`src/rtl/muldiv_pkg.sv`:
```
// Shared constants, op codes and FSM state encoding for the multiply/divide unit.
// Pure definitions, no logic or latency of its own.
// No handshake; imported by muldiv_unit and div_step.
package muldiv_pkg;

    localparam int WIDTH = 32;

    localparam logic [1:0] OP_MULT  = 2'b00;
    localparam logic [1:0] OP_MULTU = 2'b01;
    localparam logic [1:0] OP_DIV   = 2'b10;
    localparam logic [1:0] OP_DIVU  = 2'b11;

    // Divide-by-zero quotient: all ones for both signed and unsigned divides.
    localparam logic [WIDTH-1:0] DIV0_LO = 32'hFFFF_FFFF;

    // Final value of the iteration counter (32 iterations, counted 0..31).
    localparam logic [5:0] LAST_ITER = 6'd31;

    typedef enum logic [1:0] {
        ST_IDLE,
        ST_CALC,
        ST_FIX,
        ST_DONE
    } state_e;

    // Two's-complement negation, wrapping (so -0x8000_0000 stays 0x8000_0000).
    function automatic logic [WIDTH-1:0] negate(input logic [WIDTH-1:0] v);
        return (~v) + WIDTH'(1);
    endfunction

    // Absolute value when neg is set, pass-through otherwise.
    function automatic logic [WIDTH-1:0] magnitude(input logic [WIDTH-1:0] v, input logic neg);
        return neg ? negate(v) : v;
    endfunction

endpackage

```
`src/rtl/muldiv_unit_div_step.sv`:
```
// One restoring-division iteration, or one shift-add multiply accumulate step when mul_i is set.
// Latency: purely combinational.
// No handshake; the caller registers rem_o/q_o every iteration.
module div_step
    import muldiv_pkg::*;
(
    input  logic             mul_i,
    input  logic [WIDTH-1:0] rem_i,
    input  logic             bit_i,
    input  logic [WIDTH-1:0] opb_i,
    output logic [WIDTH-1:0] rem_o,
    output logic             q_o
);

    logic [WIDTH:0] shifted;
    logic [WIDTH:0] diff;
    logic [WIDTH:0] sum;

    // Divide: shift in the next dividend bit and subtract the divisor if it fits.
    // Multiply: add the multiplicand when the multiplier bit is set; q_o is the carry out.
    always_comb begin
        shifted = {rem_i, bit_i};
        diff    = shifted - {1'b0, opb_i};
        sum     = {1'b0, rem_i} + {1'b0, (bit_i ? opb_i : '0)};
        if (mul_i) begin
            rem_o = sum[WIDTH-1:0];
            q_o   = sum[WIDTH];
        end else begin
            // rem_i < divisor, so a non-borrowing difference always fits in WIDTH bits.
            q_o   = ~diff[WIDTH];
            rem_o = diff[WIDTH] ? shifted[WIDTH-1:0] : diff[WIDTH-1:0];
        end
    end

endmodule

```
`src/rtl/muldiv_unit.sv`:
```
// Iterative MULT/MULTU/DIV/DIVU unit feeding the HI/LO register; optional macro MULDIV_ITER_MUL_EN.
// Latency: divide 34 cycles, multiply 3 cycles (34 with MULDIV_ITER_MUL_EN), divide-by-zero 1 cycle.
// Backpressure: none; busy_o stalls the pipeline, start_i is ignored while busy, cancel_i aborts.
module muldiv_unit
    import muldiv_pkg::*;
(
    input  logic             clk_i,
    input  logic             rst_n_i,
    input  logic             start_i,
    input  logic [1:0]       op_i,
    input  logic [WIDTH-1:0] a_i,
    input  logic [WIDTH-1:0] b_i,
    input  logic             cancel_i,
    output logic             busy_o,
    output logic [WIDTH-1:0] hi_o,
    output logic [WIDTH-1:0] lo_o,
    output logic             hilo_we_o
);

    state_e           state_q, state_d;
    logic [5:0]       cnt_q, cnt_d;
    logic [1:0]       op_q, op_d;
    logic             sign_a_q, sign_a_d;
    logic             sign_b_q, sign_b_d;
    // work_hi: partial remainder / product high; work_lo: dividend->quotient / multiplier->product low
    logic [WIDTH-1:0] work_hi_q, work_hi_d;
    logic [WIDTH-1:0] work_lo_q, work_lo_d;
    logic [WIDTH-1:0] opb_q, opb_d;
    logic [WIDTH-1:0] hi_q, hi_d;
    logic [WIDTH-1:0] lo_q, lo_d;

    logic             is_signed_q;
    logic             step_mul;
    logic             step_bit;
    logic [WIDTH-1:0] step_rem;
    logic             step_q;
    logic [WIDTH-1:0] fix_hi;
    logic [WIDTH-1:0] fix_lo;
    logic [2*WIDTH-1:0] mag_prod;
    logic             accept_signed;

    assign is_signed_q   = ~op_q[0];
    assign accept_signed = ~op_i[0];

`ifdef MULDIV_ITER_MUL_EN
    // Shared datapath: multiply consumes the multiplier LSB first, divide the dividend MSB first.
    assign step_mul = ~op_q[1];
    assign step_bit = op_q[1] ? work_lo_q[WIDTH-1] : work_lo_q[0];
`else
    logic [2*WIDTH-1:0] prod;

    assign step_mul = 1'b0;
    assign step_bit = work_lo_q[WIDTH-1];
    assign prod     = {{WIDTH{1'b0}}, work_lo_q} * {{WIDTH{1'b0}}, opb_q};
`endif

    div_step u_div_step (
        .mul_i (step_mul),
        .rem_i (work_hi_q),
        .bit_i (step_bit),
        .opb_i (opb_q),
        .rem_o (step_rem),
        .q_o   (step_q)
    );

    // Sign correction of the magnitude result: quotient/product follow sign XOR, remainder the dividend.
    always_comb begin
        fix_hi   = work_hi_q;
        fix_lo   = work_lo_q;
        mag_prod = {work_hi_q, work_lo_q};
        if (!op_q[1]) begin
            if (is_signed_q && (sign_a_q ^ sign_b_q)) begin
                {fix_hi, fix_lo} = (~mag_prod) + {{(2*WIDTH-1){1'b0}}, 1'b1};
            end
        end else begin
            if (is_signed_q && (sign_a_q ^ sign_b_q)) begin
                fix_lo = negate(work_lo_q);
            end
            if (is_signed_q && sign_a_q) begin
                fix_hi = negate(work_hi_q);
            end
        end
    end

    // Next-state and datapath updates; cancel wins over everything outside IDLE.
    always_comb begin
        state_d   = state_q;
        cnt_d     = cnt_q;
        op_d      = op_q;
        sign_a_d  = sign_a_q;
        sign_b_d  = sign_b_q;
        work_hi_d = work_hi_q;
        work_lo_d = work_lo_q;
        opb_d     = opb_q;
        hi_d      = hi_q;
        lo_d      = lo_q;

        if (state_q != ST_IDLE && cancel_i) begin
            // Abort without touching the architectural result registers.
            state_d = ST_IDLE;
            cnt_d   = '0;
        end else begin
            case (state_q)
                ST_IDLE: begin
                    if (start_i && !cancel_i) begin
                        op_d      = op_i;
                        sign_a_d  = a_i[WIDTH-1];
                        sign_b_d  = b_i[WIDTH-1];
                        work_hi_d = '0;
                        work_lo_d = magnitude(a_i, accept_signed & a_i[WIDTH-1]);
                        opb_d     = magnitude(b_i, accept_signed & b_i[WIDTH-1]);
                        if (op_i[1] && (b_i == '0)) begin
                            // Divide by zero resolves immediately with a fixed result.
                            state_d = ST_DONE;
                            hi_d    = a_i;
                            lo_d    = DIV0_LO;
                        end else begin
                            state_d = ST_CALC;
`ifdef MULDIV_ITER_MUL_EN
                            cnt_d   = '0;
`else
                            cnt_d   = op_i[1] ? 6'd0 : LAST_ITER;
`endif
                        end
                    end
                end

                ST_CALC: begin
                    if (op_q[1]) begin
                        work_hi_d = step_rem;
                        work_lo_d = {work_lo_q[WIDTH-2:0], step_q};
                    end else begin
`ifdef MULDIV_ITER_MUL_EN
                        // Shift the accumulator right, carry entering at the top.
                        work_hi_d = {step_q, step_rem[WIDTH-1:1]};
                        work_lo_d = {step_rem[0], work_lo_q[WIDTH-1:1]};
`else
                        {work_hi_d, work_lo_d} = prod;
`endif
                    end
                    if (cnt_q == LAST_ITER) begin
                        state_d = ST_FIX;
                        cnt_d   = '0;
                    end else begin
                        cnt_d   = cnt_q + 6'd1;
                    end
                end

                ST_FIX: begin
                    hi_d    = fix_hi;
                    lo_d    = fix_lo;
                    state_d = ST_DONE;
                end

                ST_DONE: begin
                    state_d = ST_IDLE;
                end

                default: begin
                    state_d = ST_IDLE;
                    cnt_d   = '0;
                end
            endcase
        end
    end

    // State, working and result registers; reset clears everything.
    always_ff @(posedge clk_i or negedge rst_n_i) begin
        if (!rst_n_i) begin
            state_q   <= ST_IDLE;
            cnt_q     <= '0;
            op_q      <= OP_MULT;
            sign_a_q  <= 1'b0;
            sign_b_q  <= 1'b0;
            work_hi_q <= '0;
            work_lo_q <= '0;
            opb_q     <= '0;
            hi_q      <= '0;
            lo_q      <= '0;
        end else begin
            state_q   <= state_d;
            cnt_q     <= cnt_d;
            op_q      <= op_d;
            sign_a_q  <= sign_a_d;
            sign_b_q  <= sign_b_d;
            work_hi_q <= work_hi_d;
            work_lo_q <= work_lo_d;
            opb_q     <= opb_d;
            hi_q      <= hi_d;
            lo_q      <= lo_d;
        end
    end

    assign busy_o    = (state_q != ST_IDLE);
    // A flush arriving in the DONE cycle must still block the HI/LO write.
    assign hilo_we_o = (state_q == ST_DONE) && !cancel_i;
    assign hi_o      = hi_q;
    assign lo_o      = lo_q;

endmodule

```
`config.mk`:
```
export PLATFORM = sky130hd
export DESIGN_NAME = muldiv_unit
export DESIGN_NICKNAME = d
export VERILOG_FILES = /design/src/rtl/muldiv_pkg.sv /design/src/rtl/muldiv_unit_div_step.sv /design/src/rtl/muldiv_unit.sv
export SDC_FILE = /design/constraint.sdc
export NUM_CORES = 2
export LEC_CHECK = 0
export BUFFER_PORTS_ARGS = -buffer_cell sky130_fd_sc_hd__clkbuf_2
export CORE_UTILIZATION = 39
export CTS_CLUSTER_DIAMETER = 200
export DETAILED_ROUTE_END_ITERATION = 6
export PLACE_DENSITY_LB_ADDON = 0.3
export SETUP_SLACK_MARGIN = 0.15
export SLEW_MARGIN = 20
export SYNTH_ARGS = -nofsm -noshare
export SYNTH_HDL_FRONTEND = slang
export SYNTH_SLANG_ARGS = --single-unit
export TNS_END_PERCENT = 20
```
`constraint.sdc`:
```
create_clock -name clk_i -period 17.3 [get_ports clk_i]
set_clock_uncertainty 0.05 [all_clocks]
set_input_delay 2.595 -clock clk_i [delete_from_list [all_inputs] [get_ports clk_i]]
set_output_delay 2.595 -clock clk_i [all_outputs]
set_load 0.01 [all_outputs]
```
; Word level (Yosys, flattened, before mapping)
; Index checks and enable logic that the tools add are counted.
[totals]
regBits = 172
output_inout_bits = 66
[op_classes]
n_addsub = 7
mul = 1
eq_ne = 9
n_mux = 32
n_bitwise = 12
reduce_logical = 18
[op_table]
columns = cell, n
row1 = 2-to-1 mux 32 bit, 17
row2 = one-hot mux 32 bit (2 select lines), 4
row3 = "adder 32 x 1 -> 32 bit, second input constant", 4
row4 = inverter 32 bit, 4
row5 = "adder 64 x 1 -> 64 bit, second input constant", 1
row6 = multiplier 32 x 32 -> 64 bit, 1
row7 = inverter 64 bit, 1
row8 = subtractor 33 x 32 -> 33 bit, 1
row9 = zero test 32 bit, 1
row10 = 2-to-1 mux 6 bit, 4
row11 = one-hot mux 6 bit (2 select lines), 1
row12 = "inequality test 3 bit, second input constant", 3
row13 = AND reduction 3 bit, 3
row14 = 2-to-1 mux 2 bit, 4
row15 = one-hot mux 2 bit (4 select lines), 1
row16 = "adder 6 x 1 -> 6 bit, second input constant", 1
row17 = "== test 6 x 5 -> 1 bit, second input constant", 1
row18 = logical AND 1 bit, 6
row19 = nonzero test 2 bit, 3
row20 = 2-to-1 mux 5 bit, 1
row21 = "== test 2 bit, second input constant", 2
row22 = "inequality test 2 bit, second input constant", 2
row23 = inverter 1 bit, 4
row24 = AND reduction 4 bit, 1
row25 = 7 further kinds, 8

; Depth between registers and ports, before layout
[depth]
word_depth = 6
depth_mapped = 30
ltp_nobuf = 27

; Modules after synthesis
; A second synthesis with hierarchy kept.
[unflattened]
hier_cells = 5604
hier_area_um2 = 48331.4
[by_module_without_submodules]
columns = module, instances, cells_per_inst, area_each_um2
row1 = muldiv_unit, 1, 4978, 43969.7
row2 = div_step, 1, 626, 4361.7

; Least setup slack after synthesis
; Ideal clock, no wire load.
[synth_timing]
path_kind = register -> register
from = register work_lo_q[22]
to = register work_hi_q[24]
setup_time_ns = 0.099
arrival_time_ns = 7.313
required_time_ns = 17.151
slack_ns = 9.837
stages_incl_launch_ff = 28
path_buffers = 3
period_less_slack_ns = 7.463
cell_sequence = dfrtp_1 > clkbuf_1 > clkinv_1 > clkbuf_1 > nor2_1 > fa_1 > inv_1 > fa_1 > fa_1 > fa_1 > inv_1 > fa_1 > fa_1 > fa_1 > inv_1 > fa_1 > inv_1 > ha_1 > clkbuf_1 > a21o_1 > a21o_1 > a21oi_1 > nand4_1 > o21ai_0 > o21ai_0 > a21oi_1 > and4b_1 > a311oi_1
[synth_between]
elab_chain_cells = 3
[synth_rtl]
columns = element, line_no
row1 = start: declaration, muldiv_unit.sv:27  ; logic [WIDTH-1:0] work_lo_q, work_lo_d;
row2 = start signal: assignment, muldiv_unit.sv:187  ; work_lo_q <= work_lo_d;
row3 = multiplier 32 x 32 -> 64 bit, muldiv_unit.sv:54  ; assign prod = {{WIDTH{1'b0}}, work_lo_q} * {{WIDTH{1'b0}}, opb_q};
row4 = 2-to-1 mux 32 bit, muldiv_unit.sv:129  ; if (op_q[1]) begin
row5 = one-hot mux 32 bit (2 select lines), muldiv_unit.sv:103  ; case (state_q)
row6 = end signal: assignment, muldiv_unit.sv:186  ; work_hi_q <= work_hi_d;
row7 = end: declaration, muldiv_unit.sv:26  ; logic [WIDTH-1:0] work_hi_q, work_hi_d;
; No other way between the ends.
; A chain may end at the register's enable or synchronous reset.

; Worst setup path in the final report
[layout_timing]
from = register work_lo_q[9]
to = register work_hi_q[28]
; The elaborated chain is that of the path after synthesis.

==> flow_summary_export.csv <==
group,metric,value,unit
outcome,status,"complete, no violations",
global_route,antenna_found_initial,12,
worst_hold_path,hold_end,"hi_o[25]",
synth,synthArstFlopShare,100,%
worst_setup_path,path_depth,24,
worst_setup_path,r2r_start,"work_lo_q[9]",
final_layout,syn2layout_area_growth,5.66,%
synth,synthesis.nets,6624,
floorplan,die_area,119000,sq um
detailed_routing,drc,0,
detailed_routing,wl_per_cell,23.0,um
worst_setup_path,ff2ff_path_depth,24,
synth,ys_types,86,
timing,fmax,113,MHz
global_route,grtUsageTotal,26.7,%
detailed_routing,drtPass1Iterations,6,
worst_setup_path,startpoint_type,"flop",
clock_network,path_clk_slew,0.08,ns
clock_network,holdBufCountCts,0,
worst_setup_path,crit_top_cell,"fa_1",
worst_setup_path,crit_chain,"clkinv_1, buf_4, nor2_1, fa_1, fa_1, fa_1, inv_1, fa_1, inv_1, fa_1, ha_1, fa_1, fa_1, ha_1, nand2_1, nor2_1, nand3_1, nand3b_1, a21oi_1, o21ai_0, o21ai_0, a21oi_1, and4_1, or3_1",
worst_setup_path,path_buf_inv,4,
floorplan,coreArea,117000,sq um
worst_setup_path,slowest_stage,"dfrtp_1",
synth,synth-seq-area-share,9.37,%
floorplan,die_w,345,um
timing,rsz0062_at_grt,"no",
worst_setup_path,worstReg2RegEnd,"work_hi_q[28]",
place,io_buffers,135,
timing,worst_slew_pin_slew,1.08,ns
final_layout,fill_cells,11728,
place,place_ws,8.59,ns
timing,post-route-min-period,8.87,ns
global_route,grt_pass1_vias,39020,
worst_setup_path,reg2reg_slack,8.43,ns
detailed_routing,wirelength,156000,um
global_route,grt_pass1_wl,243000,um
worst_setup_path,worstPathRequired,17.62,ns
synth,ys.flop_type,"dfrtp_1",
floorplan,die_y,345,um
clock_network,root_buffer,"clkbuf_16",
timing,fin_setup_tns,0,ns
worst_setup_path,cpPeakStageDelay,1.06,ns
global_route,grt_overflow,0,
worst_setup_path,crit_type,"reg2reg",
place,gp_congestion,0.999,
synth,synth_edf_count,0,
detailed_routing,dr_total_vias,37583,
run,cap_violations,0,
synth,yosysWarnings,0,
worst_hold_path,hp-start,"hi_o[25]",
timing,setup_violations,0,
synth,syn_inst,5352,
clock_network,postCtsSetupRepairBufs,0,
worst_setup_path,cp_max_fo,26,
detailed_routing,via_per_inst,5.54,
final_layout,drive_above_1_share,5.72,%
timing,finalWorstSetupSlack,8.43,ns
clock_network,cts_buffers,17,
global_route,grt_start_max_net_pins,112,
detailed_routing,ant_nets,0,
clock_network,cts_max_level,4,
clock_network,clock_sinks,172,
clock_network,cts.path.max_buffers,2,
timing,drv_slew,0,
worst_setup_path,cp_data_arrival_time,9.19,ns
floorplan,ios,136,
timing,finalHoldViolCount,0,
timing,max_slew_margin,27.8,%
worst_setup_path,crit_family,"adder cells",
floorplan,num_rows,125,
timing,fin_crit_sh,51.3,%
clock_network,post_cts_resize_count,0,
clock_network,tritoncts,"built",
floorplan,initial_core_util,39.4,%
clock_network,clk-insertion-delay-late,0.49,ns
final_layout,multi_input_area,37000,sq um
synth,syn_area_per_cell,8.58,sq um
final_layout,final_nets,6524,
worst_setup_path,crit_path_end_kind,"flop",
worst_hold_path,hold-path-cell-count,2,
place,hpwl,122000,um
detailed_routing,dr.first_iter.drc_count,3344,
worst_hold_path,min_path_type,"reg2reg",
synth,synth.cell_area,45900,sq um
final_layout,seqCellArea,4320,sq um
synth,ys_seq_elements,172,
layout by cell type, fill, tap and decap left out, types with 8 or more instances in the layout:
cell       instances
inv_1            909
fa_1             897
nand2_1          704
and2_1           463
nor2_1           304
ha_1             303
o21ai_0          264
dfrtp_1          163
a21oi_1          156
clkbuf_2         134
xnor2_1          112
xor2_1            88
buf_4             88
a21o_1            63
a31oi_1           54
nor3_1            48
o211ai_1          39
nand4_1           38
nand3_1           37
mux2i_1           37
o31ai_1           22
nor2b_1           18
nand2b_1          18
clkbuf_16         17
o21bai_1          16
nor4_1            15
a211oi_1          14
or4_1             13
or3_1             13
o41ai_1           13
and3_1            12
o21a_1            10
a22oi_1            9
nor3b_1            9
o21ai_1            8
a22o_1             8
dfrtp_2            8
how the worst max path moves through the flow:
stage | to | from
6_report | work_hi_q[28] | work_lo_q[9]
5_1_grt | work_hi_q[28] | work_lo_q[9]
4_1_cts | work_hi_q[28] | work_lo_q[9]
3_5_place_dp | work_hi_q[28] | work_lo_q[9]
3_3_place_gp | work_hi_q[28] | work_lo_q[9]
2_1_floorplan | work_hi_q[24] | work_lo_q[22]
cell type report:
type | count | area share, %
repair buffers | 223 | 2.77
inverters | 914 | 7.07
clock inverters | 13 | 0.309
diodes | 1 | 0.00515
multi-input cells | 3924 | 76.1
clock buffers | 19 | 0.912
well taps | 1524 | 3.93
flip-flops and latches | 172 | 8.89
layer usage:
metal  GRT usage [%]  part of all wire, %  vias up
met5               0                0.025        -
met4            7.90                  3.2        6
met3            5.62                  9.1      248
met2            41.8                   45     1549
met1            37.0                   42    19407
li1                -                    -    16373
worst register-to-register path, delay by kind of cell, from the launching register on:
| family | cells | cell delay (ns) |
|---|---|---|
| buf+inv | 4 | 0.58 |
| simple gates | 7 | 1.52 |
| fa+ha+maj | 9 | 4.09 |
| flops | 1 | 1.06 |
| compound gates | 4 | 1.49 |
cells in the mapped netlist, types with 5 or more instances:
library cell / count / area share [%]
nor3b_1: 9 / 0.15
or4_1: 13 / 0.21
a211oi_1: 14 / 0.23
dfrtp_1: 172 / 9.4
xor2_1: 88 / 1.7
nand3b_1: 6 / 0.098
o21bai_1: 16 / 0.26
nor4_1: 15 / 0.20
nand2b_1: 18 / 0.25
a211o_1: 5 / 0.095
o211a_1: 5 / 0.11
mux2i_1: 37 / 0.81
fa_1: 897 / 39
o41ai_1: 13 / 0.25
and2_1: 463 / 6.3
a21oi_1: 157 / 1.7
a22oi_1: 9 / 0.15
inv_1: 909 / 7.4
nor2b_1: 19 / 0.26
o21a_1: 10 / 0.16
clkbuf_1: 302 / 2.5
nand2_1: 705 / 5.8
a22o_1: 8 / 0.15
nor2_1: 304 / 2.5
nand3_1: 37 / 0.40
a41oi_1: 5 / 0.095
ha_1: 305 / 8.3
o211ai_1: 39 / 0.64
a31oi_1: 54 / 0.74
o22ai_1: 6 / 0.082
o21ai_1: 8 / 0.087
and3_1: 12 / 0.16
o31ai_1: 22 / 0.36
nor3_1: 48 / 0.52
buf_2: 8 / 0.087
o21ai_0: 264 / 2.9
or3_1: 13 / 0.18
nand4_1: 38 / 0.52
buf_1: 31 / 0.25
a21o_1: 64 / 1.0
xnor2_1: 112 / 2.1
stage by stage:
stage                     cells  util, %  hold slack [ns]  area [sq um]
after global routing       6789     41.7            0.462         48500
after detailed placement   6757     41.2            0.422         48000
after floorplan            5352        -            0.416         45900
after global placement     6757     41.2            0.415         48000
final                      6790     41.7            0.440         48500
after CTS                  6789     41.7            0.440         48500
state kept, by name, summed over array words and instances, names as in the netlist:
| signal | count |
|---|---|
| cnt_q | 6 |
| hi_o | 32 |
| lo_o | 32 |
| op_q | 2 |
| opb_q | 32 |
| sign_a_q | 1 |
| sign_b_q | 1 |
| state_q | 2 |
| work_hi_q | 32 |
| work_lo_q | 32 |
cells by family (layout without fill, tap and decap cells):
family,count (synthesis),in the layout,synth area share [%]
AOI/OAI and AO/OA,752,752,10.1
buffers and inverters,1256,1169,10.3
DFF,172,172,9.37
and+or+nand+nor,1729,1729,18.1
muxes,40,40,0.880
adders and majority gates,1202,1202,47.4
other,0,1,0
xor gates and xnor gates,201,201,3.85
Power is left out: the tool's default activity adds up to more than one toggle a clock period on the data nets, which glitch-free logic cannot reach.
